$ cat config.mk
export PLATFORM = sky130hd
export DESIGN_NAME = lsu_ctrl_flat
export DESIGN_NICKNAME = d
export VERILOG_FILES = /design/src/rtl/lsu_ctrl_if.sv /design/src/rtl/lsu_ctrl.sv /design/src/flat_wrapper.sv
export SDC_FILE = /design/constraint.sdc
export NUM_CORES = 1
export LEC_CHECK = 0
export ABC_AREA = 1
export BUFFER_PORTS_ARGS = -buffer_cell sky130_fd_sc_hd__buf_2
export CAP_MARGIN = 20
export CORE_UTILIZATION = 50
export CTS_CLUSTER_DIAMETER = 150
export DETAILED_ROUTE_END_ITERATION = 12
export HOLD_SLACK_MARGIN = 0.15
export PLACE_DENSITY = 0.86
export SLEW_MARGIN = 20
export SYNTH_ARGS = -nofsm -noshare
export SYNTH_HDL_FRONTEND = slang
export SYNTH_SLANG_ARGS = --single-unit
$ cat constraint.sdc
create_clock -name clk -period 2.1 [get_ports clk]
set_input_delay 0.21 -clock clk [delete_from_list [all_inputs] [get_ports clk]]
set_output_delay 0.21 -clock clk [all_outputs]
set_load 0.03 [all_outputs]
$ cat src/rtl/lsu_ctrl_if.sv
// Request/response bundle between the execute stage and the load/store controller.
// Latency: none (wires only).
// Backpressure: req_ready gates acceptance; responses are unconditioned one-cycle pulses.
interface lsu_ctrl_if;
    logic        req_valid;
    logic        req_ready;
    logic        req_we;
    logic [1:0]  req_size;
    logic        req_signed;
    logic [31:0] req_addr;
    logic [31:0] req_wdata;
    logic        resp_valid;
    logic [31:0] resp_rdata;
    logic        resp_err;

    // Execute stage side.
    modport master (
        output req_valid, req_we, req_size, req_signed, req_addr, req_wdata,
        input  req_ready, resp_valid, resp_rdata, resp_err
    );

    // Controller side.
    modport slave (
        input  req_valid, req_we, req_size, req_signed, req_addr, req_wdata,
        output req_ready, resp_valid, resp_rdata, resp_err
    );
endinterface

$ cat src/rtl/lsu_ctrl.sv
// Load/store controller in front of a byte-addressed data memory (byte/half/word, RMW sub-word stores).
// Latency (accept edge to edge ending resp_valid): error 1, load 2, word store 2, sub-word store 3.
// Backpressure: one request in flight; req_ready only in IDLE; resp_valid has no backpressure.
// Ports: clk, rst_n; lsu (slave side of lsu_ctrl_if: req_* in, req_ready/resp_* out);
//        mem_raddr/mem_waddr/mem_in/mem_memwr to memory, mem_out combinational read data back.
module lsu_ctrl #(
    parameter int DEPTH = 256
) (
    input  logic        clk,
    input  logic        rst_n,
    lsu_ctrl_if.slave   lsu,
    output logic [31:0] mem_raddr,
    output logic [31:0] mem_waddr,
    output logic [31:0] mem_in,
    output logic        mem_memwr,
    input  logic [31:0] mem_out
);

    localparam logic [31:0] LAST_ADDR = 32'(DEPTH - 4);

    typedef enum logic [2:0] {
        IDLE,
        RD,
        RMW_RD,
        WR,
        RESP
    } state_t;

    state_t      state;
    logic [1:0]  size_q;
    logic        signed_q;
    logic [31:0] addr_q;
    logic [31:0] wbuf_q;    // holds store data, later the merged RMW word
    logic [31:0] rdata_q;
    logic        err_q;

    logic        req_err;
    logic [31:0] load_ext;
    logic [31:0] rmw_merge;

    // Request legality, evaluated on the live request while in IDLE.
    always_comb begin
        req_err = 1'b0;
        if (lsu.req_size == 2'b11)                                 req_err = 1'b1;
        if (lsu.req_size == 2'b01 && lsu.req_addr[0])              req_err = 1'b1;
        if (lsu.req_size == 2'b10 && lsu.req_addr[1:0] != 2'b00)   req_err = 1'b1;
        if (lsu.req_addr > LAST_ADDR)                              req_err = 1'b1;
    end

    // Load data extraction and extension from the little-endian read word.
    always_comb begin
        load_ext = mem_out;
        case (size_q)
            2'b00:   load_ext = signed_q ? {{24{mem_out[7]}},  mem_out[7:0]}
                                         : {24'h0, mem_out[7:0]};
            2'b01:   load_ext = signed_q ? {{16{mem_out[15]}}, mem_out[15:0]}
                                         : {16'h0, mem_out[15:0]};
            default: load_ext = mem_out;
        endcase
    end

    // Sub-word store: keep the upper bytes exactly as read so the 4-byte write
    // rewrites them with their current values.
    always_comb begin
        rmw_merge = mem_out;
        case (size_q)
            2'b00:   rmw_merge = {mem_out[31:8],  wbuf_q[7:0]};
            2'b01:   rmw_merge = {mem_out[31:16], wbuf_q[15:0]};
            default: rmw_merge = mem_out;
        endcase
    end

    always_ff @(posedge clk or negedge rst_n) begin
        if (!rst_n) begin
            state    <= IDLE;
            size_q   <= 2'b00;
            signed_q <= 1'b0;
            addr_q   <= 32'h0;
            wbuf_q   <= 32'h0;
            rdata_q  <= 32'h0;
            err_q    <= 1'b0;
        end else begin
            case (state)
                IDLE: begin
                    if (lsu.req_valid) begin
                        size_q   <= lsu.req_size;
                        signed_q <= lsu.req_signed;
                        addr_q   <= lsu.req_addr;
                        wbuf_q   <= lsu.req_wdata;
                        rdata_q  <= 32'h0;          // stores and errors return zero
                        err_q    <= req_err;
                        // Direction only steers the state path, so it is not kept.
                        if (req_err)                      state <= RESP;
                        else if (!lsu.req_we)             state <= RD;
                        else if (lsu.req_size == 2'b10)   state <= WR;
                        else                              state <= RMW_RD;
                    end
                end
                RD: begin
                    rdata_q <= load_ext;
                    state   <= RESP;
                end
                RMW_RD: begin
                    wbuf_q <= rmw_merge;
                    state  <= WR;
                end
                WR:      state <= RESP;
                RESP:    state <= IDLE;
                default: state <= IDLE;
            endcase
        end
    end

    // Strobes decode straight from the state register so they cannot glitch;
    // async reset of the state drops mem_memwr before the write negedge.
    assign lsu.req_ready  = (state == IDLE);
    assign lsu.resp_valid = (state == RESP);
    assign lsu.resp_rdata = rdata_q;
    assign lsu.resp_err   = err_q;
    assign mem_memwr      = (state == WR);
    assign mem_raddr      = addr_q;
    assign mem_waddr      = addr_q;
    assign mem_in         = wbuf_q;

endmodule
$ cat src/flat_wrapper.sv
// flat-port wrapper written by rule: the top's interface ports become plain ports
module lsu_ctrl_flat 
#(
    parameter int DEPTH = 256
)
  (clk, rst_n, mem_raddr, mem_waddr, mem_in, mem_memwr, mem_out, lsu_req_valid, lsu_req_we, lsu_req_size, lsu_req_signed, lsu_req_addr, lsu_req_wdata, lsu_req_ready, lsu_resp_valid, lsu_resp_rdata, lsu_resp_err);
  lsu_ctrl_if lsu_i ();
  input  logic clk;
  input  logic rst_n;
  output logic [31:0] mem_raddr;
  output logic [31:0] mem_waddr;
  output logic [31:0] mem_in;
  output logic mem_memwr;
  input  logic [31:0] mem_out;
  input wire logic [$bits(lsu_i.req_valid)-1:0] lsu_req_valid;
  input wire logic [$bits(lsu_i.req_we)-1:0] lsu_req_we;
  input wire logic [$bits(lsu_i.req_size)-1:0] lsu_req_size;
  input wire logic [$bits(lsu_i.req_signed)-1:0] lsu_req_signed;
  input wire logic [$bits(lsu_i.req_addr)-1:0] lsu_req_addr;
  input wire logic [$bits(lsu_i.req_wdata)-1:0] lsu_req_wdata;
  output wire logic [$bits(lsu_i.req_ready)-1:0] lsu_req_ready;
  output wire logic [$bits(lsu_i.resp_valid)-1:0] lsu_resp_valid;
  output wire logic [$bits(lsu_i.resp_rdata)-1:0] lsu_resp_rdata;
  output wire logic [$bits(lsu_i.resp_err)-1:0] lsu_resp_err;
  assign lsu_i.req_valid = lsu_req_valid;
  assign lsu_i.req_we = lsu_req_we;
  assign lsu_i.req_size = lsu_req_size;
  assign lsu_i.req_signed = lsu_req_signed;
  assign lsu_i.req_addr = lsu_req_addr;
  assign lsu_i.req_wdata = lsu_req_wdata;
  assign lsu_req_ready = lsu_i.req_ready;
  assign lsu_resp_valid = lsu_i.resp_valid;
  assign lsu_resp_rdata = lsu_i.resp_rdata;
  assign lsu_resp_err = lsu_i.resp_err;
  lsu_ctrl #(.DEPTH(DEPTH)) u_core (.clk(clk), .rst_n(rst_n), .lsu(lsu_i), .mem_raddr(mem_raddr), .mem_waddr(mem_waddr), .mem_in(mem_in), .mem_memwr(mem_memwr), .mem_out(mem_out));
endmodule
==> impl_metrics.env, run 1 <==
export IMPL_rsz0062_at_grt="no"
export IMPL_synth_most_common_cell="nand2_1"
export IMPL_reg2reg_depth=7
export IMPL_ys_async_sr_fraction=1.00
export IMPL_cts_root_buffer="clkbuf_8"
export IMPL_drc=0
export IMPL_yosysTopAreaCellShare=0.540
export IMPL_grt_pass1_vias=4938
export IMPL_cp_start_kind="register"
export IMPL_synth_edf_count=0
export IMPL_grt_overflow=0
export IMPL_vdd_drop_max_uv=858
export IMPL_hold_violations=0
export IMPL_hold_class="in2reg"
export IMPL_design_area_um2=6930
export IMPL_netlist_top_cells_area="dfrtp_1 54%, nand2_1 16%, buf_4 5.2%, nand3_1 3.6%, o21ai_0 3.6%"
export IMPL_ff2ff_setup_slack_ns=0.11
export IMPL_port_buffers=234
export IMPL_grt_usage=0.312
export IMPL_fp_dieW_um=99.7
export IMPL_crit_type="reg2reg"
export IMPL_dieArea_um2=9950
export IMPL_h_tree_depth=3
export IMPL_drtAntennaViolNets=0
export IMPL_grt_max_degree=69
export IMPL_worst_pin_slew_ns=0.695
export IMPL_clock_skew_ns=0.0140
export IMPL_dp_hpwl_mm=9.58
export IMPL_cts_tree="yes"
export IMPL_globalplace_congestion=0.826
export IMPL_place_area_um2=5820
export IMPL_cts_made_buffers=9
export IMPL_synthFlopType="dfrtp_1"
export IMPL_slew_headroom=0.536
export IMPL_reg2reg_to="u_core.mem_in[22]"
export IMPL_ys_top_cells_by_count="207 x nand2_1, 103 x dfrtp_1, 34 x nand3_1, 34 x o21ai_0, 33 x buf_4"
export IMPL_area_growth_pct=45.0
export IMPL_setup_viol=0
export IMPL_hold_start="lsu_req_wdata[5]"
export IMPL_antenna_found_initial=0
export IMPL_r2r_start="u_core.state[2]"
export IMPL_required_ns=2.40
export IMPL_tns_ns=0
export IMPL_period_share=0.946
export IMPL_start_util=0.517
export IMPL_syn_num_nets=667
export IMPL_fmax_ghz=0.503
export IMPL_hold_path_cell_count=3
export IMPL_wire_per_inst_um=15.7
export IMPL_syn_area_per_cell_um2=8.47
export IMPL_p_leak_nw=3.82
export IMPL_clk_pin_slew_worst_paths_ns=0.11
export IMPL_rows=35
export IMPL_fin_util=0.749
export IMPL_status="finished, final reports clean"
export IMPL_worstSkewPairLatency_ns=0.36
export IMPL_die_h_um=99.7
export IMPL_yosys_warnings=0
export IMPL_antenna_cells=0
export IMPL_synthCells=564
export IMPL_drv_slew=0
export IMPL_grt_pass1_wl_mm=24.0
export IMPL_core_um2=9240
export IMPL_yosysSeqAreaShare=0.540
export IMPL_dr_pass1_iters=6
export IMPL_end_kind="register"
export IMPL_syn_area_um2=4780
export IMPL_holdPathEnd="u_core.mem_in[5]"
export IMPL_finalWorstPathRequiredPeriod_ns=1.99
export IMPL_drt_total_wl_mm=15.3
export IMPL_path_max_fanout=24
export IMPL_fin_nets=946
export IMPL_clockBufferDepth=2
export IMPL_io_pins=235
export IMPL_drive_gt1_frac=0.323
export IMPL_vias_per_cell=5.14
export IMPL_yosysTopAreaCell="dfrtp_1"
export IMPL_drv_cap=0
export IMPL_ys_ff_latch=103
export IMPL_drt_first_iter_violations=252
export IMPL_ys_types=25
export IMPL_numClockSinks=103
export IMPL_cp_arrival_ns=2.29
export IMPL_p_per_area_nw_per_um2=1330
export IMPL_via_count=5016
[sequential cells by signal (all words and copies together), names as in the netlist]
name	flops
u_core.lsu.resp_rdata	32
u_core.mem_in	32
u_core.mem_raddr	32
u_core.state	3
u_core.size_q	2
u_core.lsu.resp_err	1
u_core.signed_q	1
[placed cells by master (no fill, tap or decap)]
cell	instances
buf_12	2
nor2_1	29
nand3_1	34
inv_6	2
o21ai_1	3
o211ai_1	16
nand2_1	207
nor2_2	2
nand3b_1	1
a22oi_1	16
a21oi_4	2
a31oi_1	1
nor2_8	2
dfrtp_1	103
o21a_1	1
inv_2	5
buf_6	1
buf_2	233
nor2_4	2
clkinvlp_4	2
dlygate4sd3_1	84
inv_1	24
buf_16	1
buf_4	7
o21ai_0	34
nor3_1	1
bufinv_16	2
a21oi_1	19
clkbuf_8	9
nand2_2	2
[final cells by class]
class                           count  area (um2)
Clock inverter                      6        92.6
Fill cell                         609        2310
Tap cell                          129         161
Multi-Input combinational cell    372        1720
Sequential cell                   103        2580
Inverter                           29         109
Clock buffer                        9         124
Timing Repair Buffer              328        2140
[worst max-delay path by stage]
stage / slack (ns) / cells past startpoint / endpoint / start
4_1_cts: 0.08 / 7 / u_core.mem_in[28] / u_core.state[0]
2_1_floorplan: 0.68 / 7 / u_core.mem_in[12] / u_core.state[2]
6_report: 0.11 / 7 / u_core.mem_in[22] / u_core.state[2]
3_3_place_gp: 0.33 / 6 / u_core.lsu.resp_rdata[2] / u_core.state[1]
5_1_grt: 0.03 / 7 / u_core.mem_in[22] / u_core.state[2]
3_5_place_dp: 0.20 / 6 / u_core.lsu.resp_rdata[16] / u_core.state[1]
[metal layers]
layer,routed length (um),share of wire,global-route usage,vias to the layer above
li1,-,-,-,2334
met1,5750,0.38,0.355,2310
met2,7730,0.50,0.551,320
met3,1300,0.085,0.0618,52
met4,561,0.037,0.170,0
met5,0,0,0,-
[through the flow]
stage / setup WS, ns / std cells / power (mW) / hold slack [ns]
floorplan: 0.679 / 564 / 6.60 / -0.0856
global placement: 0.329 / 875 / 7.50 / 0.101
detailed placement: 0.200 / 875 / 7.61 / 0.103
CTS: 0.0827 / 974 / 9.11 / 0.151
global route: 0.0301 / 976 / 9.70 / 0.174
finish: 0.113 / 976 / 9.23 / 0.156
[report_power, final]
group / leakage [nW] / switching, mW / internal [mW] / total, mW
sequential: 1.31 / 0.476 / 2.64 / 3.12
combinational: 2.41 / 3.43 / 1.31 / 4.74
clock: 0.102 / 0.696 / 0.674 / 1.37
total: 3.82 / 4.60 / 4.62 / 9.23
[logic make-up after synthesis]
logic type	share of synthesized area
compound gates	0.119
flops	0.540
simple gates	0.242
buf+inv	0.0998
[worst max-delay path, cell delays in order (launching register included)]
cell and delay (ns):
dfrtp_1 0.42, nor2_4 0.15, inv_2 0.08, nor2_8 0.22, buf_6 0.26, a22oi_1 0.12, dlygate4sd3_1 0.59, nand2_1 0.09
[timing repair]
action / 4_1_cts / 5_1_grt
gates resized for setup: 0 / 1
endpoints found under the hold margin: 141 / 0
buffers inserted: 0 / 1
hold buffers: 84 / 0
setup endpoints to repair: 0 / 7
No activity file was read; power rests on OpenSTA's default activity.
==> inputs of run 2 (changes only) <==
SLEW_MARGIN = 15   (was 20)
clock period = 2.35 ns   (was 2.1 ns; I/O delays follow)
==> impl_metrics.env, run 2 (synthesis results as in run 1) <==
export IMPL_status="finished, final reports clean"
export IMPL_place_area_um2=5790
export IMPL_cts_tree="yes"
export IMPL_clock_skew_ns=0.0139
export IMPL_grt_usage=0.305
export IMPL_dieArea_um2=9950
export IMPL_port_buffers=234
export IMPL_drt_first_iter_violations=236
export IMPL_hold_violations=0
export IMPL_cp_arrival_ns=2.28
export IMPL_via_count=4994
export IMPL_seq_power_share=0.339
export IMPL_finalWorstSetupSlack_ns=0.357
export IMPL_vdd_drop_max_uv=907
export IMPL_grt_pass1_wl_mm=23.6
export IMPL_p_comb_frac=0.512
export IMPL_fmax_ghz=0.502
export IMPL_start_util=0.517
export IMPL_p_leak_nw=3.78
export IMPL_vias_per_cell=5.15
export IMPL_antenna_cells=0
export IMPL_fin_nets=940
export IMPL_sw_frac_of_total=0.501
export IMPL_p_clk_frac=0.149
export IMPL_finalWorstPathRequiredPeriod_ns=1.99
export IMPL_cpMaxStageDelayCell="dlygate4sd3_1"
export IMPL_p_per_area_nw_per_um2=1200
export IMPL_grt_overflow=0
export IMPL_drive_gt1_frac=0.321
export IMPL_drc=0
export IMPL_r2r_start="u_core.state[2]"
export IMPL_crit_start="u_core.state[2]"
export IMPL_numClockSinks=103
export IMPL_cp_start_kind="register"
export IMPL_globalplace_congestion=0.873
export IMPL_worst_pin_slew_ns=0.719
export IMPL_clockBufferDepth=2
export IMPL_crit_type="reg2reg"
export IMPL_postCtsSetupBuffers=0
export IMPL_wire_per_inst_um=15.6
export IMPL_required_ns=2.64
export IMPL_design_area_um2=6850
export IMPL_drt_total_wl_mm=15.1
export IMPL_die_h_um=99.7
export IMPL_switching_power_mw=4.13
export IMPL_crit_chain="nor2_4, inv_2, nor2_8, a22oi_1, dlygate4sd3_1, nand2_1"
export IMPL_slew_headroom=0.520
export IMPL_layout_common_cells="233 x buf_2, 207 x nand2_1, 103 x dfrtp_1, 82 x dlygate4sd3_1"
export IMPL_internal_power_mw=4.12
export IMPL_end_kind="register"
export IMPL_hold_class="in2reg"
export IMPL_grt_pass1_vias=4810
export IMPL_grt_max_degree=69
export IMPL_cts_root_buffer="clkbuf_8"
export IMPL_drv_slew=0
export IMPL_slowest_delay_ns=0.61
export IMPL_core_um2=9240
export IMPL_dr_pass1_iters=5
export IMPL_drtAntennaViolNets=0
export IMPL_io_pins=235
export IMPL_path_max_fanout=28
export IMPL_h_tree_depth=3
export IMPL_cts_made_buffers=9
export IMPL_hold_start="mem_out[30]"
export IMPL_clk_pin_slew_worst_paths_ns=0.10
export IMPL_dp_hpwl_mm=9.30
export IMPL_rsz0062_at_grt="no"
export IMPL_area_growth_pct=43.4
export IMPL_fp_dieW_um=99.7
export IMPL_place_ws_ns=0.308
export IMPL_worstSkewPairLatency_ns=0.35
export IMPL_tns_ns=0
export IMPL_rows=35
export IMPL_setup_viol=0
export IMPL_period_share=0.848
export IMPL_layout_commonest_cell="buf_2"
export IMPL_drv_cap=0
export IMPL_antenna_found_initial=0
[run 2: critical path, delay by kind of cell (launching register included)]
family | cells | cell delay, ns
AO/OA/AOI/OAI | 1 | 0.19
buffers and inverters | 2 | 0.69
flip-flops | 1 | 0.42
AND/OR/NAND/NOR | 3 | 0.62
[run 2: path summary, 6_finish.rpt]
path	slack (ns)	to	depth (start not counted)
max in group asynchronous	1.18	u_core.mem_in[11]	3
hold / removal	0.16	u_core.lsu.resp_rdata[30]	3
min in group asynchronous	0.43	u_core.mem_in[6]	2
hold reg to reg	0.49	u_core.lsu.resp_err	2
setup reg to reg	0.36	u_core.mem_in[30]	6
setup / recovery	0.36	u_core.mem_in[30]	6
[run 2: area by class of cell]
class,count,area (um2)
Clock buffer,9,124
Clock inverter,6,91.3
Fill cell,637,2390
Inverter,29,109
Multi-Input combinational cell,372,1720
Sequential cell,103,2580
Tap cell,129,161
Timing Repair Buffer,322,2060
[run 2: per-layer routing]
metal  GRT usage  wire length [um]  share of wire
met3      0.0583              1250          0.083
met4       0.124               493          0.033
met5           0                 0              0
met2       0.535              7650           0.51
met1       0.369              5730           0.38
[run 2: stage by stage]
step                 util  instances  hold WS (ns)  power, mW
finish              0.741        970         0.160       8.25
global route        0.741        970         0.152       8.67
CTS                 0.739        969         0.150       8.15
detailed placement  0.627        872         0.296       6.79
global placement    0.627        872         0.282       6.69
floorplan               -        564       -0.0606       5.90
[run 2: timing repair]
item	4_1_cts	5_1_grt
hold buffers	82	0
hold endpoints to repair	114	0
resized for setup	0	0
[run 2: power groups by stage]
stage	combinational, mW	clock [mW]	sequential [mW]
after floorplan	2.02	0	3.88
after global placement	3.93	0	2.75
after detailed placement	4.00	0	2.79
after CTS	4.14	1.24	2.77
after global routing	4.50	1.31	2.85
final	4.23	1.23	2.80
